## config.mk

```make
export PLATFORM = sky130hd
export DESIGN_NAME = cam_config_seq
export DESIGN_NICKNAME = d
export VERILOG_FILES = /design/src/rtl/cam_cfg_pkg.sv /design/src/rtl/cam_config_seq_sccb.sv /design/src/rtl/cam_config_seq.sv
export SDC_FILE = /design/constraint.sdc
export NUM_CORES = 1
export LEC_CHECK = 0
export BUFFER_PORTS_ARGS = -buffer_cell sky130_fd_sc_hd__buf_4
export CAP_MARGIN = 0
export CORE_MARGIN = 2
export CORE_UTILIZATION = 50
export DETAILED_ROUTE_END_ITERATION = 16
export HOLD_SLACK_MARGIN = 0.12
export PLACE_DENSITY = 0.67
export SLEW_MARGIN = 30
export SYNTH_ARGS = -nofsm -noshare
export SYNTH_HDL_FRONTEND = slang
export SYNTH_SLANG_ARGS = --single-unit
```

## constraint.sdc

```tcl
create_clock -name clk_65mhz -period 4.4 [get_ports clk_65mhz]
set_clock_uncertainty 0.15 [all_clocks]
set_input_delay 0.66 -clock clk_65mhz [delete_from_list [all_inputs] [get_ports clk_65mhz]]
set_output_delay 0.66 -clock clk_65mhz [all_outputs]
set_load 0.01 [all_outputs]
```

## src/rtl/cam_cfg_pkg.sv

```systemverilog
// Shared types, SCCB framing constants and the OV7670 register table
// used by the camera configuration sequencer.
package cam_cfg_pkg;

  typedef enum logic [2:0] {
    ST_IDLE,
    ST_HW_RESET,
    ST_SETTLE,
    ST_FETCH,
    ST_WRITE,
    ST_GAP,
    ST_DELAY,
    ST_DONE
  } state_t;

  // Table entries are {reg, val}; these two codes are reserved markers.
  localparam logic [15:0] CFG_END   = 16'hFFFF;
  localparam logic [15:0] CFG_DELAY = 16'hF0F0;

  localparam int CFG_LEN   = 7;
  localparam int CFG_IDX_W = (CFG_LEN > 1) ? $clog2(CFG_LEN) : 1;

  localparam logic [15:0] CFG_ROM [CFG_LEN] = '{
    16'h1280,   // COM7: register reset
    CFG_DELAY,  // camera needs time to come out of its soft reset
    16'h1204,   // COM7: RGB output
    16'h40D0,   // COM15: RGB565, full range
    16'h8C00,   // RGB444 off
    16'h3A04,   // TSLB
    CFG_END
  };

  // SCCB 3-phase write: START, 27 bit slots of 4 quarters, STOP.
  localparam int SCCB_FRAME_BITS     = 27;
  localparam int SCCB_START_QUARTERS = 2;
  localparam int SCCB_STOP_QUARTERS  = 4;
  localparam int SCCB_QUARTERS       = SCCB_START_QUARTERS + 4 * SCCB_FRAME_BITS
                                       + SCCB_STOP_QUARTERS;
  localparam int SCCB_STOP_FIRST     = SCCB_QUARTERS - SCCB_STOP_QUARTERS;

  // Running off the end of the table behaves exactly like an END entry.
  function automatic logic [15:0] cfg_entry(input logic [5:0] idx);
    if (idx >= 6'(CFG_LEN)) return CFG_END;
    return CFG_ROM[idx[CFG_IDX_W-1:0]];
  endfunction

  // The ninth bit of each phase is the don't-care slot where the bus is released.
  function automatic logic sccb_is_dont_care(input logic [4:0] slot);
    return (slot == 5'd8) || (slot == 5'd17) || (slot == 5'd26);
  endfunction

endpackage

```

## src/rtl/cam_config_seq_sccb.sv

```systemverilog
// Quarter-timed SCCB 3-phase write master: START, ID/reg/val with don't-care
// slots, STOP. A done pulse marks the last cycle of the final STOP quarter.
module sccb_write_master
  import cam_cfg_pkg::*;
#(
  parameter int QUARTER = 163
) (
  input  logic       clk_65mhz,
  input  logic       reset_n,
  input  logic       go_in,
  input  logic [7:0] id_in,
  input  logic [7:0] addr_in,
  input  logic [7:0] data_in,
  output logic       sioc_out,
  output logic       siod_out,
  output logic       siod_oe_out,
  output logic       busy_out,
  output logic       done_out
);

  localparam int             QW           = $clog2(QUARTER + 1);
  localparam logic [QW-1:0]  Q_LAST       = QW'(QUARTER - 1);
  localparam logic [6:0]     LAST_QUARTER = 7'(SCCB_QUARTERS - 1);
  localparam logic [6:0]     STOP_FIRST   = 7'(SCCB_STOP_FIRST);

  logic          busy;
  logic [QW-1:0] qcnt;
  logic [6:0]    quarter;
  logic [27:0]   frame;     // bit 27 is the low level left on siod by START
  logic          q_end;
  logic [6:0]    bit_q;
  logic [4:0]    slot;
  logic [1:0]    phase;
  logic [4:0]    cur_bit;
  logic [4:0]    prev_bit;

  assign q_end    = (qcnt == Q_LAST);
  assign bit_q    = quarter - 7'(SCCB_START_QUARTERS);
  assign slot     = bit_q[6:2];
  assign phase    = bit_q[1:0];
  assign cur_bit  = 5'(SCCB_FRAME_BITS - 1) - slot;
  assign prev_bit = cur_bit + 5'd1;

  // NOTE: sequential state uses non-blocking assignments so every register samples pre-edge values.
  always_ff @(posedge clk_65mhz or negedge reset_n) begin
    if (!reset_n) begin
      busy    <= 1'b0;
      qcnt    <= '0;
      quarter <= '0;
      // NOTE: the frame register is reset as well so siod is deterministic straight out of reset.
      frame   <= '0;
    end else if (!busy) begin
      if (go_in) begin
        busy    <= 1'b1;
        qcnt    <= '0;
        quarter <= '0;
        frame   <= {1'b0, id_in, 1'b1, addr_in, 1'b1, data_in, 1'b1};
      end
    end else if (q_end) begin
      qcnt <= '0;
      if (quarter == LAST_QUARTER) busy <= 1'b0;
      else                         quarter <= quarter + 7'd1;
    end else begin
      qcnt <= qcnt + QW'(1);
    end
  end

  // NOTE: every output gets a default first so no path can infer a latch.
  always_comb begin
    sioc_out    = 1'b1;
    siod_out    = 1'b1;
    siod_oe_out = 1'b0;
    if (busy) begin
      siod_oe_out = 1'b1;
      if (quarter < 7'(SCCB_START_QUARTERS)) begin
        siod_out = (quarter == 7'd0);
      end else if (quarter < STOP_FIRST) begin
        // Data changes only in q1 while sioc is low; q0 keeps the previous bit.
        sioc_out = phase[1];
        if (phase == 2'd0) begin
          siod_out = frame[prev_bit];
        end else begin
          siod_out = frame[cur_bit];
          if (sccb_is_dont_care(slot)) siod_oe_out = 1'b0;
        end
      end else begin
        sioc_out = (quarter >= STOP_FIRST + 7'd2);
        siod_out = (quarter == LAST_QUARTER);
      end
    end
  end

  assign busy_out = busy;
  assign done_out = busy && q_end && (quarter == LAST_QUARTER);

endmodule

```

## src/rtl/cam_config_seq.sv

```systemverilog
// OV7670 power-up sequencer: hardware reset pulse, settle wait, then walks the
// register table issuing SCCB writes; config_done_out gates the capture path.
module cam_config_seq
  import cam_cfg_pkg::*;
#(
  parameter int         QUARTER       = 163,
  parameter int         RESET_CYCLES  = 65000,
  parameter int         SETTLE_CYCLES = 65000,
  parameter int         DELAY_CYCLES  = 650000,
  parameter int         GAP_QUARTERS  = 8,
  parameter logic [7:0] DEV_ID        = 8'h42
) (
  input  logic       clk_65mhz,
  input  logic       reset_n,
  input  logic       start_in,
  output logic       sioc_out,
  output logic       siod_out,
  output logic       siod_oe_out,
  output logic       cam_rst_n_out,
  output logic       busy_out,
  output logic       config_done_out,
  output logic [5:0] entry_idx_out,
  output logic [7:0] write_count_out
);

  localparam int GAP_CYCLES = GAP_QUARTERS * QUARTER;
  localparam int MAX_A      = (RESET_CYCLES > SETTLE_CYCLES) ? RESET_CYCLES : SETTLE_CYCLES;
  localparam int MAX_B      = (DELAY_CYCLES > GAP_CYCLES) ? DELAY_CYCLES : GAP_CYCLES;
  localparam int MAX_WAIT   = (MAX_A > MAX_B) ? MAX_A : MAX_B;
  localparam int CNT_W      = $clog2(MAX_WAIT + 1);

  state_t           state;
  state_t           state_nxt;
  logic [CNT_W-1:0] cnt;
  logic [CNT_W-1:0] cnt_limit;
  logic             cnt_hit;
  logic [5:0]       entry_idx;
  logic [7:0]       write_count;
  logic [15:0]      entry;
  logic             is_end;
  logic             is_delay;
  logic             start_ok;
  logic             wr_go;
  logic             wr_done;
  logic             bus_own;
  logic             m_sioc;
  logic             m_siod;
  logic             m_oe;
  logic             m_busy;

  assign entry    = cfg_entry(entry_idx);
  assign is_end   = (entry == CFG_END);
  assign is_delay = (entry == CFG_DELAY);
  assign start_ok = start_in && (state == ST_IDLE || state == ST_DONE);

  always_comb begin
    cnt_limit = '0;
    case (state)
      ST_HW_RESET: cnt_limit = CNT_W'(RESET_CYCLES - 1);
      ST_SETTLE:   cnt_limit = CNT_W'(SETTLE_CYCLES - 1);
      ST_GAP:      cnt_limit = CNT_W'(GAP_CYCLES - 1);
      ST_DELAY:    cnt_limit = CNT_W'(DELAY_CYCLES - 1);
      default:     cnt_limit = '0;
    endcase
  end
  assign cnt_hit = (cnt == cnt_limit);

  always_ff @(posedge clk_65mhz or negedge reset_n) begin
    if (!reset_n) state <= ST_IDLE;
    else          state <= state_nxt;
  end

  always_comb begin
    state_nxt = state;
    case (state)
      ST_IDLE:     if (start_in) state_nxt = ST_HW_RESET;
      ST_HW_RESET: if (cnt_hit)  state_nxt = ST_SETTLE;
      ST_SETTLE:   if (cnt_hit)  state_nxt = ST_FETCH;
      ST_FETCH: begin
        if (is_end)        state_nxt = ST_DONE;
        else if (is_delay) state_nxt = ST_DELAY;
        else               state_nxt = ST_WRITE;
      end
      ST_WRITE:    if (wr_done)  state_nxt = ST_GAP;
      ST_GAP:      if (cnt_hit)  state_nxt = ST_FETCH;
      ST_DELAY:    if (cnt_hit)  state_nxt = ST_FETCH;
      ST_DONE:     if (start_in) state_nxt = ST_HW_RESET;
      default:                   state_nxt = ST_IDLE;
    endcase
  end

  always_comb begin
    cam_rst_n_out   = 1'b1;
    busy_out        = 1'b0;
    config_done_out = 1'b0;
    wr_go           = 1'b0;
    bus_own         = 1'b0;
    case (state)
      ST_HW_RESET: begin
        cam_rst_n_out = 1'b0;
        busy_out      = 1'b1;
      end
      ST_SETTLE: busy_out = 1'b1;
      ST_FETCH: begin
        busy_out = 1'b1;
        bus_own  = 1'b1;
        wr_go    = !is_end && !is_delay;
      end
      ST_WRITE, ST_GAP, ST_DELAY: begin
        busy_out = 1'b1;
        bus_own  = 1'b1;
      end
      ST_DONE:  config_done_out = 1'b1;
      default:  busy_out = 1'b0;
    endcase
  end

  // Every timed state starts its wait from zero on entry.
  always_ff @(posedge clk_65mhz or negedge reset_n) begin
    if (!reset_n) begin
      cnt         <= '0;
      entry_idx   <= '0;
      write_count <= '0;
    end else begin
      cnt <= (state_nxt != state) ? '0 : cnt + CNT_W'(1);
      if (start_ok) begin
        entry_idx   <= '0;
        write_count <= '0;
      end else begin
        if ((state == ST_WRITE && wr_done) || (state == ST_DELAY && cnt_hit))
          entry_idx <= entry_idx + 6'd1;
        if (state == ST_WRITE && wr_done && write_count != 8'hFF)
          write_count <= write_count + 8'd1;
      end
    end
  end

  sccb_write_master #(
    .QUARTER (QUARTER)
  ) u_sccb (
    .clk_65mhz   (clk_65mhz),
    .reset_n     (reset_n),
    .go_in       (wr_go),
    .id_in       (DEV_ID),
    .addr_in     (entry[15:8]),
    .data_in     (entry[7:0]),
    .sioc_out    (m_sioc),
    .siod_out    (m_siod),
    .siod_oe_out (m_oe),
    .busy_out    (m_busy),
    .done_out    (wr_done)
  );

  // Between transactions the sequencer holds the bus idle-high itself.
  assign sioc_out        = m_sioc;
  assign siod_out        = m_siod;
  assign siod_oe_out     = m_busy ? m_oe : bus_own;
  assign entry_idx_out   = entry_idx;
  assign write_count_out = write_count;

endmodule
```

# Yosys cells after proc, flatten, opt, wreduce, memory -nomap -nowiden
# Memories as Yosys holds them, arrays and structs flattened.
# Index checks and enable logic that the tools add are counted.
# word_totals
inputBits	3
register_bits	72
n_memories	1
output_inout_bits	20
rom_bits	128
# memory_table
name	depth	word_bits	rd	rd_ports_with_merged_regs	wr	line	text
(no name shown)	8	16	1	0	0	cam_cfg_pkg.sv:44	return CFG_ROM[idx[CFG_IDX_W-1:0]];
# op_classes
eq_ne	19
bitwise_logic	2
reduce_logical	26
n_lt_le_gt_ge	7
addsub	8
muxes	50
# ops
op	count
16-bit 2-to-1 mux	4
20-bit case mux with 3 select lines	1
8-bit 2-to-1 mux	5
16-bit equality test (second input constant)	2
7-bit 2-to-1 mux	4
1-bit 2-to-1 mux	24
20-bit by 1-bit adder with 20-bit output (second input constant)	1
20-bit equality test	1
20-bit 2-to-1 mux	1
8-bit by 1-bit adder with 8-bit output (second input constant)	2
3-bit case mux with 5 select lines	1
3-bit equality test (second input constant)	4
5-bit by 6-bit less-than comparator with 1-bit output (second input constant)	2
3-bit 2-to-1 mux	4
6-bit 2-to-1 mux	2
1-bit binary-select mux with 5-bit select	2
5-bit equality test (second input constant)	2
8-bit equality test (second input constant)	1
8-bit != test (second input constant)	1
7-bit by 1-bit adder with 7-bit output (second input constant)	1
7-bit equality test (second input constant)	1
7-bit greater-or-equal comparator (second input constant)	1
1-bit logical AND	7
7-bit zero test	1
27 further kinds	37

# Longest topological paths before layout
# Gate-level depths: netlist of run 1.
# depth
ltp_word	11
mapped_depth	14
depth_no_buf	11

# Modules after synthesis
# A second synthesis of run 1 with hierarchy kept.
# hier_totals
cells_unflattened	539
hier_area_um2	5187.5
# modules_own_cells
module	instances	area_each_um2	cells_per_inst
sccb_write_master	1	2807.7	262
cam_config_seq	1	2379.8	277

# Worst setup path before layout of run 1
# Ideal clock, no wire load.
# synth_path
path_kind	reg2out
startpoint	register u_sccb.quarter[1]
endpoint	output siod_out
arrival_time_ns	2.894
t_required_ns	3.590
slack_ns	0.696
stages_incl_launch_ff	13
n_path_buf	2
path_cell_list	dfrtp_1 inv_1 ha_1 clkbuf_8 inv_1 ha_1 buf_4 a21oi_2 nor2_1 or4_4 a221oi_2 a211oi_1 o211a_1
# synth_between
elab_chain_len	9
elab_cells_between_ends	16
# synth_rtl
item	line	text
start: declaration	cam_config_seq_sccb.sv:28	logic [6:0] quarter;
start signal: assignment	cam_config_seq_sccb.sv:62	else quarter <= quarter + 7'd1;
7-bit by 2-bit subtractor with 7-bit output	cam_config_seq_sccb.sv:38	assign bit_q = quarter - 7'(SCCB_START_QUARTERS);
5-bit subtractor	cam_config_seq_sccb.sv:41	assign cur_bit = 5'(SCCB_FRAME_BITS - 1) - slot;
5-bit by 1-bit adder with 5-bit output	cam_config_seq_sccb.sv:42	assign prev_bit = cur_bit + 5'd1;
1-bit binary-select mux with 5-bit select	cam_config_seq_sccb.sv:81	siod_out = frame[prev_bit];
1-bit 2-to-1 mux (not written as such)	cam_config_seq_sccb.sv:81	
1-bit 2-to-1 mux	cam_config_seq_sccb.sv:80	if (phase == 2'd0) begin
1-bit 2-to-1 mux	cam_config_seq_sccb.sv:77	end else if (quarter < STOP_FIRST) begin
1-bit 2-to-1 mux (*)	cam_config_seq_sccb.sv:75	if (quarter < 7'(SCCB_START_QUARTERS)) begin
1-bit 2-to-1 mux (*)	cam_config_seq_sccb.sv:73	if (busy) begin
end: declaration	cam_config_seq.sv:17	output logic siod_out,
# Mark *: on every way between the ends. The rest lies on a longest branch, timed or not. The select of a mux whose other input is x is not followed.

# Worst setup path in the final report of run 1
# Same ends and word-level chain as after synthesis.

==> results of run 1 <==
## logic make-up after synthesis
kind of cell / after synthesis
flops: 65
simple gates: 220
buf+inv: 45
fa+ha+maj: 21
compound gates: 110
xor+xnor: 40
mux: 18
## what timing repair did
| item | in CTS | in global routing |
|---|---|---|
| gates resized for setup | 1 | 5 |
| hold buffers | 0 | 0 |
| endpoints found under the setup margin | 1 | 1 |
## final cells by class
| type | count | area share, % |
|---|---|---|
| Clock buffer | 9 | 2.492 |
| Clock inverter | 7 | 1.913 |
| Inverter | 22 | 1.661 |
| Multi-Input combinational cell | 409 | 54.67 |
| Sequential cell | 65 | 32.77 |
| Tap cell | 108 | 2.718 |
| Timing Repair Buffer | 25 | 3.775 |
## sequential cells by signal, indices dropped and copies added, names as in the netlist
signal	count
u_sccb.busy_out	1
write_count_out	8
entry_idx_out	6
u_sccb.frame	12
u_sccb.qcnt	8
cnt	20
state	3
u_sccb.quarter	7
## synthesized netlist by cell type (all sizes together), types with 7 or more instances
library cell	number
and3	9
nor3	15
o21ai	34
a211oi	7
dfrtp	65
nor2	75
or3	11
a21oi	30
buf	13
clkbuf	10
a31oi	9
mux2i	11
nand3	27
nand2	34
nand4	9
xnor2	21
inv	22
ha	21
xor2	19
## per-layer routing
layer / wire (µm) / vias up / GRT usage, %
met2: 4484 / 61 / 32.85
met5: 0 / - / 0
met3: 321 / 8 / 4.146
met1: 4705 / 1848 / 27.91
li1: - / 1874 / -
met4: 100 / 0 / 6.112
## worst min path at each step
stage	start	end	cells after the start
4_1_cts	reset_n	cnt[8]	1
3_5_place_dp	cnt[0]	cnt[0]	1
3_3_place_gp	cnt[0]	cnt[0]	1
5_1_grt	reset_n	cnt[8]	1
2_1_floorplan	reset_n	cnt[0]	0
6_report	reset_n	cnt[4]	1
## per-stage QoR
stage,setup TNS [ns],std cells
after floorplan,0,519
final,0,645
after global routing,-0.001399,645
after CTS,0,645
after detailed placement,0,629
after global placement,0,629
## power by group
| part | total [µW] | internal [µW] | switching, µW |
|---|---|---|---|
| Clock | 558 | 319 | 239 |
| Combinational | 342 | 162 | 181 |
| Sequential | 818 | 693 | 125 |
==> qor.yml, run 1 <==
sta:
  hold_viol: 0
  slew_viol_final: 0
  fmax_mhz: 237.3
  tightest_slew_ns: 0.8282
  setup_ws_ns: 0.1863
  fin_crit_sh_pct: 95.77
  hold_ws_ns: 0.2517
  finalCriticalPeriod_ns: 4.214
  slew_headroom_pct: 44.78
  finalSetupViolCount: 0
yosys:
  seq_area_frac_synth_pct: 35.90
  synthMuxAreaShare_pct: 5.164
  syn_area_um2: 4531
  yosys.area_share.simple_pct: 24.91
  synth_compound_area_share_pct: 15.08
  synth_xor_xnor_area_share_pct: 8.064
  async_flop_share_pct: 100.0
  yosys_warnings: 0
  synth_flop_cell: "dfrtp_1"
  synth_top_area_share_pct: 35.90
  synthAdderAreaFrac_pct: 5.800
  synth_edf_count: 0
  ys_seq_elements: 65
  synth_top_family_by_area: "simple AND/OR/NAND/NOR gates"
  synth_area_per_cell_um2: 8.729
  yosys.area.top_type: "dfrtp_1"
  ys_types: 62
  synthTopCellsByArea: "dfrtp_1 (36%), nor2_1 (6.2%), ha_1 (5.8%)"
  synth_cells: 519
  syn_nets: 543
final_layout:
  final_area_um2: 4971
  layout.nets: 556
  final_layout_size_suffix_gt1_share_pct: 14.34
  multiInputGateArea_um2: 2718
  final_core_util_pct: 56.72
  syn_to_final_growth_pct: 9.721
  layout_commonest_cell: "nor2_1"
  seq_area_um2: 1629
  fillers: 819
  n_antenna_cell: 0
  layout_common_cells: "nor2_1 (75), dfrtp_1 (63), o21ai_0 (34), nand2_1 (33), a21oi_1 (29)"
detailed_routing:
  wl_per_cell_um: 14.90
  drtIter0Drc: 204
  routed_wl_mm: 9.611
  drc: 0
  ant_nets: 0
  first_pass_iters: 4
  vias: 3791
  via_per_inst: 5.878
global_route:
  grt_start_max_net_pins: 66
  grt_first_pass_wirelength_mm: 16.59
  grt_overflow: 0
  grt_antenna_before_repair: 0
  grt.total_usage_pct: 20.37
  grt_pass1_vias: 3579
power:
  leakagePower_uw: 0.002050
  finalPower_uw: 1718
  power_density_nw_per_um2: 345.5
  ir_drop_mv: 0.2676
worst_setup_path:
  r2r_end: "u_sccb.frame[16]"
  cp.required_ns: 3.59
  worst_setup_path_start_kind: "flip-flop"
  worst-setup-path-type: "reg -> out"
  crit_path_end: "siod_out"
  cp.arrival_ns: 3.40
  max_stage_delay_ns: 0.50
  cp_cell_sequence: "inv_1 > ha_2 > xor2_4 > ha_2 > a21oi_2 > nor2_1 > or4_4 > a221oi_2 > a211oi_1 > o211a_1 > buf_4"
  cp.depth: 11
  worstRegToRegCells: 7
  setup.worst_path.start: "u_sccb.quarter[1]"
  r2r_setup_slack_ns: 1.33
  cpMaxStageDelayCell: "or4_4"
  r2r-start: "entry_idx_out[1]"
  cp_common_cell: "ha_2"
  crit_buf_inv: 2
  crit_family: "compound AO/OA/AOI/OAI gates"
  crit_fanout: 10
  endpoint_kind: "primary output"
worst_hold_path:
  hold_class: "in -> async"
floorplanning:
  dieArea_um2: 9839
  core_um2: 8763
  ioPinCount: 23
  num_rows: 34
  die_w_um: 99.19
  start_util_pct: 51.70
  die_height_um: 99.19
clock_network:
  path_clk_slew_ns: 0.07
  cts.sinks: 65
  post_cts_buffers: 0
  cts_made_buffers: 9
  insertion_delay_ns: 0.34
  cts_root_buf: "clkbuf_8"
  clockBufferDepth: 2
  cts_tree: "yes"
  h-tree-depth: 3
placed_design:
  placed_cell_area_um2: 4717
  dp_hpwl_mm: 6.801
  dpl_worst_slack_ns: 0.3664
  place.gp.congestion: 0.8730
  port_buffers: 22
outcome:
  status: "finished clean"
job:
  maxCapViolCount: 0
(Power assumes the default switching activity.)
==> run 2, diff against run 1 <==
--- a/config.mk
+++ b/config.mk
@@ -11,7 +11,7 @@
 export CORE_UTILIZATION = 50
 export DETAILED_ROUTE_END_ITERATION = 16
 export HOLD_SLACK_MARGIN = 0.12
-export PLACE_DENSITY = 0.67
+export PLACE_DENSITY = 0.72
 export SLEW_MARGIN = 30
 export SYNTH_ARGS = -nofsm -noshare
 export SYNTH_HDL_FRONTEND = slang
==> run 2 against run 1 <==
Net effect:
- non-clock buffer count unchanged
- sequential power about the same
- core utilization is 1.1 points lower
- global-route usage increased by 0.53 points
- first-iteration DRC count is 1.5% higher
- combinational power hardly changed
- register-to-register slack worse by 0.05 ns
- maximum frequency up 0.50%
- critical path depth is the same
- cell area fell by 1.9%
- count of clock-buffer cells in the layout up 1
- die area unchanged
==> qor.yml, run 2 (synthesis gave the netlist of run 1 again) <==
final_layout:
  largest_register_ffs: 20
  layout_commonest_cell: "nor2_1"
  layout_common_cells: "nor2_1 (75), dfrtp_1 (65), o21ai_0 (34), nand2_1 (33), a21oi_1 (29)"
  reg.largest.list: "cnt: 20 flops, u_sccb.frame: 12 flops"
  top_register: "cnt"
  n_antenna_cell: 0
  final_layout_size_suffix_gt1_share_pct: 12.76
  layout.nets: 556
  finalNonFillerCells: 641
  syn_to_final_growth_pct: 7.677
worst_setup_path:
  max_stage_delay_ns: 0.49
  r2r-start: "state[0]"
  worst-setup-path-type: "reg -> out"
  worstRegToRegCells: 8
  crit_fanout: 10
  cpMaxStageDelayCell: "dfrtp_1"
  endpoint_kind: "primary output"
  worst_setup_path_start_kind: "flip-flop"
  cp.required_ns: 3.59
  cp_common_cell: "ha_2"
  cp_cell_sequence: "inv_1 > ha_2 > xor2_4 > ha_2 > a21oi_2 > nor2_1 > or4_4 > a221oi_2 > a211oi_1 > o211a_1 > buf_4"
  cp.arrival_ns: 3.38
  r2r_setup_slack_ns: 1.28
  crit_family: "compound AO/OA/AOI/OAI gates"
  r2r_end: "cnt[16]"
  crit_buf_inv: 2
clock_network:
  path_clk_slew_ns: 0.06
  cts_made_buffers: 9
  cts.sinks: 65
  cts_root_buf: "clkbuf_8"
  h-tree-depth: 3
  clockBufferDepth: 2
  insertion_delay_ns: 0.33
  cts_tree: "yes"
floorplanning:
  start_util_pct: 51.70
  dieArea_um2: 9839
  ioPinCount: 23
  num_rows: 34
  die_w_um: 99.19
  core_um2: 8763
  die_height_um: 99.19
detailed_routing:
  drtIter0Drc: 207
  vias: 3756
  wl_per_cell_um: 15.08
  first_pass_iters: 4
  via_per_inst: 5.860
  drc: 0
  ant_nets: 0
  routed_wl_mm: 9.665
power:
  p_seq_share_pct: 52.7
  p_comb_share_pct: 21.9
  leakagePower_uw: 0.002016
  intPower_uw: 1044
  power_density_nw_per_um2: 318.2
  p_switching_uw: 508.1
  netSwitchingFraction_pct: 32.73
  ir_drop_mv: 0.1852
  pwr-share-clk_pct: 25.4
global_route:
  grt.total_usage_pct: 20.90
  grt_start_max_net_pins: 66
  grt_first_pass_wirelength_mm: 16.95
  grt_antenna_before_repair: 0
  grt_pass1_vias: 3601
  grt_overflow: 0
outcome:
  status: "finished clean"
sta:
  finalCriticalPeriod_ns: 4.193
  tns_ns: 0
  slew_headroom_pct: 38.64
  hold_viol: 0
  fmax_mhz: 238.5
  fin_crit_sh_pct: 95.29
  tightest_slew_ns: 0.9185
  finalSetupViolCount: 0
  rsz0062_at_grt: "no"
  slew_viol_final: 0
job:
  maxCapViolCount: 0
placed_design:
  port_buffers: 22
  dp_hpwl_mm: 6.834
  place.gp.congestion: 0.8625
  dp.cells: 629
worst_hold_path:
  hold_class: "in -> async"
-- run 2: cell types whose count changed in the layout (fill, tap and decap cells not counted), moves of 2 or more --
cell,delta
bufinv_16,-2
clkinv_4,-2
dfrtp_1,+2
dfrtp_2,-2
-- run 2: area by class of cell --
class	count	area, µm²
clock buffer	10	127.6
clock inverter	2	10.01
fill	772	3885
inverter	22	82.58
multi-input combinational	409	2709
sequential	65	1627
tap	108	135.1
timing repair buffer	25	187.7
-- run 2: how the worst max path moves through the flow --
stage | startpoint | end | slack [ns] | depth (start not counted)
floorplan | u_sccb.quarter[1] | siod_out | 0.70 | 12
global placement | u_sccb.quarter[1] | siod_out | 0.50 | 12
detailed placement | u_sccb.quarter[1] | siod_out | 0.38 | 12
CTS | u_sccb.quarter[1] | siod_out | 0.04 | 11
global route | u_sccb.quarter[1] | siod_out | 0.02 | 12
finish | u_sccb.quarter[1] | siod_out | 0.21 | 11
-- run 2: metrics by stage --
step           setup slack, ns  power (µW)  hold WS, ns  util [%]  cell area, µm²
5_1_grt                0.02250        1661       0.3448     55.67            4878
6_report                0.2072        1552       0.2549     55.67            4878
3_3_place_gp            0.4953        1153       0.3431     53.83            4717
4_1_cts                0.03965        1573       0.2943     55.48            4862
3_5_place_dp            0.3773        1168       0.3484     53.83            4717
2_1_floorplan           0.6961        1048       0.2144         -            4531
-- run 2: layer usage --
metal  track usage [%]  vias up  part of all wire (%)  wire (µm)
met5                 0        -                     0          0
met4             8.746        0                   1.9        187
met3             3.584       16                   4.0        384
met2             32.85       73                    46       4489
met1             28.73     1789                    48       4604
li1                  -     1878                     -          -
-- run 2: worst reg2reg max path, stage by stage (launching register included) --
cell	delay, ns
dfrtp_1	0.68
xor2_1	0.24
a2111oi_0	0.55
o22ai_1	0.18
nor3_2	0.25
o211ai_1	0.27
a311oi_2	0.30
buf_4	0.28
nor2_1	0.09
-- run 2: power groups by stage --
| stage | Sequential (µW) | Combinational (µW) | Clock [µW] |
|---|---|---|---|
| 2_1_floorplan | 789 | 259 | 0 |
| 4_1_cts | 816 | 345 | 413 |
| 3_3_place_gp | 822 | 330 | 0 |
| 5_1_grt | 836 | 391 | 435 |
| 6_report | 818 | 340 | 395 |
| 3_5_place_dp | 825 | 343 | 0 |
-- run 2: what timing repair did --
action,in CTS,in global routing
gates cloned,0,0
buffers inserted,0,0
resized for setup,1,3
hold buffers,0,0
endpoints found under the setup margin,1,1
